## src/rtl/alu_seq.sv

```systemverilog
// Multi-cycle ALU: 1-cycle add/sub/logic, iterative shifts (1 bit/cycle) and shift-add multiply.
// Latency 1 / max(k,1) / nBit cycles; start is ignored while busy, and a start in the done cycle is accepted.
module alu_seq #(
    parameter int nBit   = 16,
    parameter bit MUL_EN = 1'b1
) (
    input  logic            clk,
    input  logic            rst,
    input  logic            start,
    input  logic [3:0]      FS,
    input  logic [nBit-1:0] A,
    input  logic [nBit-1:0] B,
    output logic            busy,
    output logic            done,
    output logic [nBit-1:0] out,
    output logic            zero_flag,
    output logic            carry_flag,
    output logic            neg_flag,
    output logic            ovf_flag
);
    localparam int KW = $clog2(nBit);
    localparam int CW = KW + 1;

    typedef enum logic [1:0] {IDLE, SHIFT, MUL} state_t;

    state_t              state, state_nxt;
    logic [nBit-1:0]     sh_reg, sh_nxt;
    logic [1:0]          sh_op, sh_op_nxt;
    logic [CW-1:0]       cnt, cnt_nxt;
    logic [2*nBit-1:0]   acc, acc_nxt, mcand, mcand_nxt;
    logic [nBit-1:0]     mplier, mplier_nxt;

    logic                fin, fin_c, fin_v, fin_z, is_add;
    logic [nBit-1:0]     fin_res;
    logic [nBit:0]       sum, diff, s1, sw;
    logic [2*nBit-1:0]   acc_add;
    logic [KW-1:0]       k;

    // One shift step: {bit shifted out, shifted value}; op 00 SLL, 01 SRL, 10 SRA
    function automatic logic [nBit:0] shift1(input logic [nBit-1:0] v, input logic [1:0] op);
        case (op)
            2'b01:   shift1 = {v[0], 1'b0, v[nBit-1:1]};
            2'b10:   shift1 = {v[0], v[nBit-1], v[nBit-1:1]};
            default: shift1 = {v[nBit-1], v[nBit-2:0], 1'b0};
        endcase
    endfunction

    assign sum     = {1'b0, A} + {1'b0, B};
    assign diff    = {1'b0, A} - {1'b0, B};
    assign k       = B[KW-1:0];
    assign s1      = shift1(A, FS[1:0]);
    assign sw      = shift1(sh_reg, sh_op);
    assign acc_add = acc + (mplier[0] ? mcand : '0);

    always_ff @(posedge clk) begin
        if (rst) begin
            state      <= IDLE;
            done       <= 1'b0;
            out        <= '0;
            zero_flag  <= 1'b0;
            carry_flag <= 1'b0;
            ovf_flag   <= 1'b0;
            sh_reg     <= '0;
            sh_op      <= '0;
            cnt        <= '0;
            acc        <= '0;
            mcand      <= '0;
            mplier     <= '0;
        end else begin
            state  <= state_nxt;
            done   <= fin;
            sh_reg <= sh_nxt;
            sh_op  <= sh_op_nxt;
            cnt    <= cnt_nxt;
            acc    <= acc_nxt;
            mcand  <= mcand_nxt;
            mplier <= mplier_nxt;
            if (fin) begin
                out        <= fin_res;
                zero_flag  <= fin_z;
                carry_flag <= fin_c;
                ovf_flag   <= fin_v;
            end
        end
    end

    always_comb begin
        state_nxt  = state;
        fin        = 1'b0;
        fin_res    = '0;
        fin_c      = 1'b0;
        fin_v      = 1'b0;
        is_add     = 1'b0;
        sh_nxt     = sh_reg;
        sh_op_nxt  = sh_op;
        cnt_nxt    = cnt;
        acc_nxt    = acc;
        mcand_nxt  = mcand;
        mplier_nxt = mplier;
        case (state)
            IDLE: if (start) begin
                fin = 1'b1;
                case (FS)
                    4'b0000: begin
                        {fin_c, fin_res} = sum;
                        fin_v  = (A[nBit-1] == B[nBit-1]) && (sum[nBit-1] != A[nBit-1]);
                        is_add = 1'b1;
                    end
                    4'b0001: begin
                        fin_res = diff[nBit-1:0];
                        fin_c   = ~diff[nBit];
                        fin_v   = (A[nBit-1] != B[nBit-1]) && (diff[nBit-1] != A[nBit-1]);
                    end
                    4'b0010, 4'b0110: fin_res = A & B;
                    4'b0011, 4'b0111: fin_res = A | B;
                    4'b0100:          fin_res = A ^ B;
                    4'b0101:          fin_res = ~A;
                    4'b1000, 4'b1001, 4'b1010: begin
                        if (k == '0) begin
                            fin_res = A;
                        end else if (k == KW'(1)) begin
                            {fin_c, fin_res} = s1;
                        end else begin
                            // First step happens at capture so the last lands k-1 edges later
                            fin       = 1'b0;
                            state_nxt = SHIFT;
                            sh_nxt    = s1[nBit-1:0];
                            sh_op_nxt = FS[1:0];
                            cnt_nxt   = CW'(k) - CW'(1);
                        end
                    end
                    4'b1011: if (MUL_EN) begin
                        fin        = 1'b0;
                        state_nxt  = MUL;
                        acc_nxt    = B[0] ? {{nBit{1'b0}}, A} : '0;
                        mcand_nxt  = {{(nBit-1){1'b0}}, A, 1'b0};
                        mplier_nxt = B >> 1;
                        cnt_nxt    = CW'(nBit - 1);
                    end
                    default: fin_res = '0;
                endcase
            end
            SHIFT: begin
                sh_nxt  = sw[nBit-1:0];
                cnt_nxt = cnt - CW'(1);
                if (cnt == CW'(1)) begin
                    fin              = 1'b1;
                    state_nxt        = IDLE;
                    {fin_c, fin_res} = sw;
                end
            end
            MUL: begin
                acc_nxt    = acc_add;
                mcand_nxt  = mcand << 1;
                mplier_nxt = mplier >> 1;
                cnt_nxt    = cnt - CW'(1);
                if (cnt == CW'(1)) begin
                    fin       = 1'b1;
                    state_nxt = IDLE;
                    fin_res   = acc_add[nBit-1:0];
                    fin_v     = |acc_add[2*nBit-1:nBit];
                end
            end
            default: state_nxt = IDLE;
        endcase
        // Add reports zero only when the full nBit+1 result is zero
        fin_z = (fin_res == '0) && !(is_add && fin_c);
    end

    assign busy     = (state != IDLE);
    assign neg_flag = out[nBit-1];

endmodule

```

## config.mk

```make
export PLATFORM = sky130hd
export DESIGN_NAME = alu_seq
export DESIGN_NICKNAME = d
export VERILOG_FILES = /design/src/rtl/alu_seq.sv
export SDC_FILE = /design/constraint.sdc
export NUM_CORES = 1
export LEC_CHECK = 0
export ABC_AREA = 1
export CAP_MARGIN = 5
export CORE_MARGIN = 3
export CORE_UTILIZATION = 51
export DETAILED_ROUTE_END_ITERATION = 10
export GPL_TIMING_DRIVEN = 0
export PLACE_DENSITY_LB_ADDON = 0.3
export SLEW_MARGIN = 20
export SYNTH_ARGS = -nofsm -noshare
export SYNTH_HDL_FRONTEND = slang
export SYNTH_SLANG_ARGS = --single-unit
```

## constraint.sdc

```tcl
create_clock -name clk -period 3.5 [get_ports clk]
set_input_delay 1.05 -clock clk [delete_from_list [all_inputs] [get_ports clk]]
set_output_delay 1.05 -clock clk [all_outputs]
set_load 0.02 [all_outputs]
```

Yosys cells after proc, flatten, opt, wreduce, memory -nomap -nowiden
Cells that the tools add are included.

word-level totals
  bits in registers = 125
  input port bits = 39
  output and inout port bits = 22
  word-level logic and storage cells = 134

operators by class
  $add $sub $neg = 5
  equal/unequal tests = 32
  multiplexer cells = 55
  bitwise logic cells = 7
  reduce and logical (&&, ||, !) cells = 23

operators with widths
  operator            number
  $mux 16             12
  $mux 32             5
  $pmux 32 s2         2
  $pmux 16 s7         1
  $pmux 17 s2         2
  $pmux 16 s2         2
  $pmux 16 s3         1
  $add 32x32->32      1
  $pmux 5 s2          2
  $reduce_and 5->1    4
  $add 16x16->17      1
  $sub 16x16->17      1
  $and 16x16->16      1
  $eq 4x3->1 const B  4
  $eq 4x4->1 const B  4
  $logic_not 16->1    1
  $not 16->16         1
  $or 16x16->16       1
  $reduce_or 16->1    1
  $xor 16x16->16      1
  $mux 5              3
  $mux 1              13
  $pmux 1 s2          5
  $eq 4x1->1 const B  2
  24 further kinds    51

Logic depth before layout (Yosys ltp)
  word-level depth = 10
  gate-level depth with buffers = 24
  mapped depth without buffers = 23

Worst setup path after synthesis
No wires, ideal clock.

  path kind = input -> register
  start = input port A[0]
  end = register zero_flag
  library setup time = 65 ps
  arrival = 2780 ps
  data required time = 3435 ps
  path slack = 655 ps
  cell stages on the path = 20
  path buffers = 0
  path through = ha_1 -> inv_1 -> fa_1 -> inv_1 -> nand3_1 -> nand3_1 -> nand3_1 -> nand3_1 -> nand2_1 -> nand3_1 -> nand3_1 -> nand2_1 -> nand2_1 -> nand2_1 -> nand2_1 -> nor2_1 -> nand3_1 -> nor2_1 -> nor2_1 -> nor2_1

on the way
  cells in the longest elaborated chain, start to end = 9
  elaborated cells between the ends (all ways) = 22
  classes of those cells = add/sub (2); mux (11); bitwise (5); reduce/logical (4)

ends and longest elaborated chain
  item                                                                    RTL line  RTL
  from (decl)                                                             11        input logic [nBit-1:0] A,
  parallel branches: the longest is 8 deep, another holds $sub 16x16->17  -
  $logic_and 1x1->1 (*)                                                   167       fin_z = (fin_res == '0) && !(is_add && fin_c);
  to (signal assigned)                                                    80        zero_flag <= fin_z;
  to (decl)                                                               16        output logic zero_flag,

Every way passes the cells marked *.
A chain may end at the register's enable or synchronous reset.

Final worst setup path
  start = input port B[0]
  end = register zero_flag

on the way
  cells in the longest elaborated chain, start to end = 9
  elaborated cells between the ends (all ways) = 27
  classes of those cells = add/sub (2); eq/ne (1); mux (15); bitwise (4); reduce/logical (5)

ends and longest elaborated chain
  item                                                                    RTL line  RTL
  from (decl)                                                             12        input logic [nBit-1:0] B,
  parallel branches: the longest is 9 deep, another holds $sub 16x16->17  -

Several ways; the timed one is not identified.

==> qor.csv <==
metric,value,unit
vias_per_cell,5.85,
skew,0.0140,ns
drtIter0Drc,1724,
largest_reg_flops,32,
final_nets,2209,
post-place-ws,-1.02,ns
avgSynthCellArea,5.86,um^2
drive_gt1_frac,0.0922,
fin_setup_tns,0,ns
ys_types,50,
die_area,0.0247,mm^2
status,"complete, no violations",
numCtsBuffers,17,
synth.net_count,2125,
rows,54,
fmax,297,MHz
track_usage,0.359,
synth_top_area_cell,dfxtp_1,
grt_max_degree,17,
slew_headroom,0.479,
worstMarginPinSlew,0.781,ns
hp-class,flop to flop,
cts.clk_slew.worst_paths,0.06,ns
gp_congestion,1.03,
postRouteAntennaNets,0,
arrival,3.73,ns
totalWireLength,45100,um
synth_area,0.0116,mm^2
cts_tree,built,
clockBufferDepth,2,
clk_latency,0.44,ns
netlist.area_leader.share,0.212,
synth_seq_area_share,0.212,
layout_min_cycle_time,3.37,ns
grt_overflow,0,
crit_required,3.86,ns
hold_violations,0,
avgRoutedWirePerCell,19.1,um
critPathKind,input port to flop,
die_w,157,um
antenna_found_initial,0,
tritoncts_num_sinks,123,
coreArea,0.0221,mm^2
ys_seq_elements,123,
max_cap_viol_count,0,
drt_pre_antenna_iters,7,
io_buffer_count,59,
critPathMaxFanout,8,
cellLeakagePower,6.54,nW
layout-area-overhead-vs-synth,14.6,%
regMostFlops,acc,
start_util,0.527,
grt_pass1_vias,12300,
yosys_warnings,0,
ir_worst_vdd,0.000311,V
dp_hpwl,35600,um
startpoint_type,input port,
place_inst,2325,
num_vias,13800,
die_height,157,um
cts_root_buffer,clkbuf_16,
instances_no_fill,2363,
drc,0,
grt_pass1_wl,68600,um
antenna_cells,0,
syn_inst,1986,
finalSetupViolations,0,
fin_crit_sh,0.962,
largestRegisters,"acc x32, mcand x31",
cts_max_level,4,
hold_path_depth,2,
cp-end-kind,flop,
cellPowerDensity,494,mW/mm^2
fin_ws,0.132,ns
synth.area.top_cells,"dfxtp_1 (21%), nand2_1 (20%), ha_1 (10%), inv_1 (8.3%), nand3_1 (7.6%)",
reg2regPathDepth,22,
slew_violations,0,
io_pins,61,
Yosys cell counts (all sizes together):
library cell and n:
a2111o 1, a211oi 5, a21boi 6, a21o 1
a21oi 138, a22oi 4, a31oi 50, and2 1
and3 1, buf 39, clkbuf 35, clkinv 4
dfxtp 123, fa 3, ha 97, inv 265
nand2 636, nand3 182, nand3b 10, nand4 29
nor2 170, nor3 19, nor3b 1, nor4 3
o2111ai 2, o211ai 4, o21a 2, o21ai 106
o21bai 7, o22ai 28, o31ai 1, or2 7
xor2 6
cells by family (layout without fill, tap and decap cells):
family	Yosys count	after routing	synth area share
AO/OA/AOI/OAI	355	355	0.171
XOR/XNOR	6	6	0.00452
adder cells (fa/ha/maj)	100	100	0.109
buffers and inverters	343	440	0.118
flip-flops	123	123	0.212
AND/OR/NAND/NOR	1059	1059	0.386
routing by layer:
metal,routed length (um),vias to the layer above,track usage,part of all wire
met5,0,-,0,0
met4,1550,0,0.116,0.034
met3,5330,83,0.0759,0.12
met2,18400,760,0.518,0.41
met1,19800,6303,0.530,0.44
li1,-,6667,-,-
final cells by class:
cell class,instances,area (um^2)
clock inverter,14,128
tap,280,350
timing repair buffer,65,574
inverter,269,1020
multi-input combinational,1520,7970
fill,2248,8760
clock buffer,18,439
buffer,74,388
sequential,123,2460
cell usage in the layout, fill, tap and decap left out, drive strengths merged, types with 49 or more instances in the layout:
master	synthesis	final
a31oi	50	50
nor2	170	170
inv	265	274
dfxtp	123	123
o21ai	106	106
buf	39	49
nand3	182	182
nand2	636	636
clkbuf	35	68
a21oi	138	138
ha	97	97
power by group:
part | switching (mW) | internal (mW) | total [mW]
combinational | 1.98 | 0.941 | 2.92
sequential | 0.183 | 1.70 | 1.88
clock | 0.822 | 0.956 | 1.78
total | 2.99 | 3.59 | 6.58
repair_timing:
action,4_1_cts,5_1_grt
endpoints found under the hold margin,0,0
gates resized for setup,70,104
pin swaps,1,3
setup buffers,1,5
hold buffers,0,0
endpoints found under the setup margin,16,4
final timing paths:
| kind | start | endpoint | slack (ns) |
|---|---|---|---|
| worst max-delay path | B[0] | zero_flag$_SDFFE_PP0P_ | 0.13 |
| worst max register to register | mplier[0]$_SDFFE_PP0P_ | ovf_flag$_SDFFE_PP0P_ | 0.17 |
| worst min register to register | acc[23]$_SDFFE_PP0P_ | acc[23]$_SDFFE_PP0P_ | 0.47 |
| worst min-delay path | acc[23]$_SDFFE_PP0P_ | acc[23]$_SDFFE_PP0P_ | 0.47 |
critical path, stage by stage:
cell and delay (ns):
buf_2 0.23, ha_4 0.22, inv_1 0.11, fa_1 0.41
inv_2 0.12, nand3_1 0.10, nand3_1 0.16, nand2_1 0.08
nand3_1 0.10, nand4_1 0.29, a22oi_2 0.25, nand3_1 0.14
nor2_1 0.11, nand4_1 0.09, nor2_1 0.12, nor2_1 0.05
nor2_1 0.07
metrics by stage:
step                area, um^2  hold WS, ns  total power [mW]  utilization
floorplan                11600        0.445              3.77            -
global placement         12600        0.453              4.65        0.569
detailed placement       12600        0.457              4.70        0.569
CTS                      13200        0.473              6.46        0.598
global route             13300        0.490              6.94        0.604
finish                   13300        0.471              6.58        0.604
Power figures use the tool's default switching activity.
